File: src/rtl/ahb2apb_bridge.sv
// ahb2apb_bridge: AHB-Lite slave to single-segment APB master bridge.
// Each accepted AHB single transfer becomes one APB SETUP/ACCESS pair; the AHB
// data phase is stretched with hready_out until the APB slave completes.
// Optional build macro: AHB2APB_TIMEOUT_EN aborts an ACCESS phase that sees no
// pready for TIMEOUT_CYCLES cycles and answers with an AHB ERROR response.
`timescale 1ns/1ps
module ahb2apb_bridge #(
  parameter int ADDR_WIDTH     = 32,
  parameter int DATA_WIDTH     = 32,
  parameter int TIMEOUT_CYCLES = 16
) (
  input  logic                  hclk,
  input  logic                  hreset_n,
  // AHB-Lite slave side
  input  logic                  hsel,
  input  logic [1:0]            htrans,
  input  logic [ADDR_WIDTH-1:0] haddr,
  input  logic                  hwrite,
  input  logic [DATA_WIDTH-1:0] hwdata,
  input  logic                  hready_in,
  output logic                  hready_out,
  output logic                  hresp,
  output logic [DATA_WIDTH-1:0] hrdata,
  // APB master side
  output logic                  psel,
  output logic                  penable,
  output logic [ADDR_WIDTH-1:0] paddr,
  output logic                  pwrite,
  output logic [DATA_WIDTH-1:0] pwdata,
  input  logic [DATA_WIDTH-1:0] prdata,
  input  logic                  pready,
  input  logic                  pslverr
);

  typedef enum logic [2:0] {
    S_IDLE   = 3'd0,
    S_LATCH  = 3'd1,
    S_SETUP  = 3'd2,
    S_ACCESS = 3'd3,
    S_ERR1   = 3'd4,
    S_ERR2   = 3'd5,
    S_RESP   = 3'd6
  } state_t;

  // Captured AHB address-phase request, presented on the APB side.
  typedef struct packed {
    logic [ADDR_WIDTH-1:0] addr;
    logic                  write;
  } apb_req_t;

  state_t   state, state_nxt;
  apb_req_t req_q;
  logic     ready_st;
  logic     accept;
  logic     timeout;

  // hready_out is a pure state decode so accept never loops back through it.
  assign ready_st   = (state == S_IDLE) || (state == S_RESP) || (state == S_ERR2);
  assign hready_out = ready_st;

  // SEQ is treated like NONSEQ: bursts arrive here as a string of singles.
  assign accept = hsel & hready_in & ready_st & (htrans inside {2'b10, 2'b11});

  assign paddr  = req_q.addr;
  assign pwrite = req_q.write;

`ifdef AHB2APB_TIMEOUT_EN
  localparam int TW = $clog2(TIMEOUT_CYCLES + 1);
  logic [TW-1:0] to_cnt;

  // Count ACCESS cycles without pready; cleared whenever ACCESS is not active.
  always_ff @(posedge hclk or negedge hreset_n) begin
    if (!hreset_n)                 to_cnt <= '0;
    else if (state != S_ACCESS)    to_cnt <= '0;
    else if (!pready)              to_cnt <= to_cnt + 1'b1;
  end

  // Fires on the last allowed waiting ACCESS cycle.
  assign timeout = (state == S_ACCESS) && !pready && (to_cnt == TW'(TIMEOUT_CYCLES - 1));
`else
  assign timeout = 1'b0;
`endif

  // State register.
  always_ff @(posedge hclk or negedge hreset_n) begin
    if (!hreset_n) state <= S_IDLE;
    else           state <= state_nxt;
  end

  // Next-state and APB/AHB control decode.
  always_comb begin
    state_nxt = state;
    psel      = 1'b0;
    penable   = 1'b0;
    hresp     = 1'b0;
    case (state)
      S_IDLE:   if (accept) state_nxt = S_LATCH;
      S_LATCH:  state_nxt = S_SETUP;
      S_SETUP: begin
        psel      = 1'b1;
        state_nxt = S_ACCESS;
      end
      S_ACCESS: begin
        psel    = 1'b1;
        penable = 1'b1;
        if (pready)       state_nxt = pslverr ? S_ERR1 : S_RESP;
        else if (timeout) state_nxt = S_ERR1;
      end
      S_ERR1: begin
        hresp     = 1'b1;
        state_nxt = S_ERR2;
      end
      S_ERR2: begin
        hresp     = 1'b1;
        state_nxt = accept ? S_LATCH : S_IDLE;
      end
      S_RESP:   state_nxt = accept ? S_LATCH : S_IDLE;
      default:  state_nxt = S_IDLE;
    endcase
  end

  // Request, write-data and read-data capture; all held while ACCESS waits.
  always_ff @(posedge hclk or negedge hreset_n) begin
    if (!hreset_n) begin
      req_q  <= '0;
      pwdata <= '0;
      hrdata <= '0;
    end else begin
      if (accept) begin
        req_q.addr  <= haddr;
        req_q.write <= hwrite;
      end
      // hwdata is valid in the first data-phase cycle; reads keep old pwdata.
      if (state == S_LATCH && req_q.write) pwdata <= hwdata;
      // Only a clean read completion updates hrdata.
      if (state == S_ACCESS && pready && !pslverr && !req_q.write) hrdata <= prdata;
    end
  end

endmodule

File: config.mk
export PLATFORM = sky130hd
export DESIGN_NAME = ahb2apb_bridge
export DESIGN_NICKNAME = d
export VERILOG_FILES = /design/src/rtl/ahb2apb_bridge.sv
export SDC_FILE = /design/constraint.sdc
export NUM_CORES = 1
export LEC_CHECK = 0
export CAP_MARGIN = 20
export CORE_ASPECT_RATIO = 0.5
export CORE_UTILIZATION = 35
export DETAILED_ROUTE_END_ITERATION = 6
export GPL_ROUTABILITY_DRIVEN = 0
export PLACE_DENSITY = 0.82
export SLEW_MARGIN = 20
export SYNTH_ARGS = -nofsm -noshare
export SYNTH_HDL_FRONTEND = slang
export SYNTH_SLANG_ARGS = --single-unit
File: constraint.sdc
create_clock -name hclk -period 1.7 [get_ports hclk]
set_input_delay 0.255 -clock hclk [delete_from_list [all_inputs] [get_ports hclk]]
set_output_delay 0.255 -clock hclk [all_outputs]
set_load 0.05 [all_outputs]
==> results by group <==
STA
  – Final setup viols: 98
  – Slew Limit Fails: 0
  – Worst-margin pin slew: about 510 ps
  – F_max: about 0.55 GHz
  – RSZ-0062 raised after global routing: yes
  – Final worst setup slack: -109 ps
  – Final period util: 106%
  – Hold_ws: approximately 430 ps
  – Final Critical Period: approximately 1800 ps
  – Layout Skew: about 3.7 ps
  – Relative slew slack: between 60% and 70%
  – Final Hold Fails: 0

Layout
  – Share of cells above drive strength 1: around 53%
  – Nets: 562
  – ANT cells: 0
  – Final non-filler cell total: approximately 600
  – Commonest cells after routing, fill and taps aside: buf_4 (111), clkdlybuf4s50_1 (102), dfrtp_1 (98)
  – Fin area: about 0.0065 mm²
  – Final core utilization: just over 60%
  – Most common cell after layout, fill and taps aside: buf_4
  – Area Growth Syn to Fin: 68.8%

Power
  – PwrDens: approximately 2300 mW/mm²
  – Leak: 3.01 nW
  – Worst IR drop on VDD: around 1.0 mV

Clock network
  – Clk sinks: 100
  – CTS tree: yes
  – Number of CTS-inserted buffers: 9
  – Clock transition at path regs: roughly 60 ps
  – Clock latency on the worst-skew pair: roughly 340 ps
  – Htree depth: 3
  – Clock tree buffer depth: 2
  – Root buffer cell: clkbuf_16

Worst setup path
  – Worst endpoint required time: between 1500 and 2000 ps
  – Worst EP arrival: 2030 ps
  – Endpoint class of the critical path: flip-flop
  – Crit Path Class: flip-flop to flip-flop
  – Crit-path max FO: 17
  – Critical-path cell list: nor2b_4 -> or3_4 -> a21oi_4 -> buf_12 -> mux2_2
  – Largest stage delay on the critical path: about 400 ps
  – Max stage delay cell, worst path: dfrtp_1
  – Flop-to-flop setup slack: -110 ps
  – CP startpoint kind: flip-flop

Drt
  – Antenna Nets Post-Route: 0
  – Drt via density: between 4 and 5
  – Final wirelength: a little over 10000 µm
  – DRT Pass-1 Iters: 4
  – Vias: ~2800
  – Iteration-0 DRC Markers: 87
  – DRC: 0
  – Routed length per instance: approximately 17 µm

Status
  – Failing checks: negative setup slack
  – Status: complete, but fails checks

Placed design
  – Port Buffers: 204
  – Placed cell area: 0.00596 mm²
  – Placed cell count: 580
  – Hpwl dp: roughly 7000 µm

Global route
  – Total global routing overflow: 0
  – Vias in the first global route: between 2000 and 3000
  – Largest net degree at the start of global routing: 37
  – Initial antenna violation count: 0
  – GRT Total Usage: ~18%
  – First-pass GRT wire length: 15500 µm

Synthesis
  – Avg Cell Area, Syn: 16.8 µm²
  – Synth warnings: 0
  – Number of synthesized register bits: 100
  – Cells after synthesis: 229
  – Sequential area share after synthesis: 65.1%
  – Yosys cell types: 22
  – Post-Syn Nets: 334
  – Post-Syn Area: 0.00384 mm²

Min path
  – Hold WC Path Type: primary input to asynchronous set/reset pin

Floorplanning
  – Top Ports: just over 200
  – Die H: 76.1 µm
  – Row cnt: 26
  – Die ar.: roughly 0.011 mm²
  – Core box area: 0.0104 mm²
  – Die width: 150 µm
  – Initial Utilization: a little under two fifths

Job
  – Max-capacitance violation count: 0
[path summary, 6_finish.rpt]
kind                       startpoint         to  depth (start not counted)
min                          hreset_n  pwdata[7]                          2
min in group hclk           pwdata[6]  pwdata[6]                          1
max in group asynchronous    hreset_n  pwdata[5]                          3
max reg2reg                  state[1]   paddr[3]                          5
min reg2reg                 pwdata[6]  pwdata[6]                          1
max                          state[1]   paddr[3]                          5
[through the flow]
step	TNS [ps]	power [mW]	setup WS, ps
finish	-7640	15.2	-109
global route	-12680	15.9	-163
CTS	-2390	15.0	-88.9
detailed placement	-5010	12.9	-126
global placement	-3990	12.8	-115
floorplan	-7690	9.92	-168
[metal layers]
metal	track usage (%)	up-vias	wire, µm
met5	0	-	0
met4	6.87	0	147
met3	3.89	12	299
met2	31.8	59	5630
met1	20.7	1423	4000
li1	-	1260	-
[cell families after synthesis]
logic type	synth area share, %
flip-flops	65.1
AND/OR/NAND/NOR	2.44
AO/OA/AOI/OAI	1.04
multiplexers	28.6
buffers and inverters	2.77
[cell usage after synthesis, drive strengths merged]
| cell | n | area (µm²) |
|---|---|---|
| and4bb | 1 | 12.5 |
| nand2b | 1 | 8.76 |
| nor2b | 1 | 13.8 |
| a21oi | 2 | 21.3 |
| nand2 | 3 | 11.3 |
| nand4 | 1 | 6.26 |
| inv | 1 | 3.75 |
| clkbuf | 1 | 3.75 |
| nand3 | 2 | 10.0 |
| mux2 | 97 | 1100 |
| buf | 11 | 98.9 |
| a211o | 1 | 8.76 |
| o21ai | 2 | 10.0 |
| and2 | 1 | 6.26 |
| dfrtp | 100 | 2500 |
| nor2 | 2 | 7.51 |
| or3 | 2 | 17.5 |
[state kept, by name (all words and copies together) (netlist names)]
name,count
hrdata,32
paddr,32
pwdata,32
state,3
pwrite,1
[layout make-up]
class	count	area [µm²]
clock buffer	13	260
clock inverter	2	10.0
fill	799	3960
inverter	1	6.26
multi-input combinational	116	1400
sequential	100	2500
tap	140	175
timing repair buffer	229	2130
[timing repair]
action                     in CTS  in global routing
pin swaps                       0                  2
hold buffers                    1                  0
buffers inserted                2                  1
gates cloned                    0                  2
setup endpoints to repair      34                 98
hold endpoints to repair       33                  0
resized for setup              16                 35
[power breakdown]
| group | leakage (nW) | switching (mW) | internal (mW) | total [mW] |
|---|---|---|---|---|
| registers | 1.21 | 0.665 | 3.57 | 4.23 |
| clock network | 0.135 | 0.834 | 1.06 | 1.89 |
| logic | 1.67 | 5.64 | 3.47 | 9.11 |
| total | 3.01 | 7.14 | 8.10 | 15.2 |
[critical path, delay by kind of cell (launching register included)]
| family | cells | cell delay, ps |
|---|---|---|
| simple gates | 2 | 540 |
| flops | 1 | 400 |
| mux | 1 | 340 |
| compound gates | 1 | 210 |
| buf+inv | 1 | 190 |
Power figures use the tool's default switching activity.
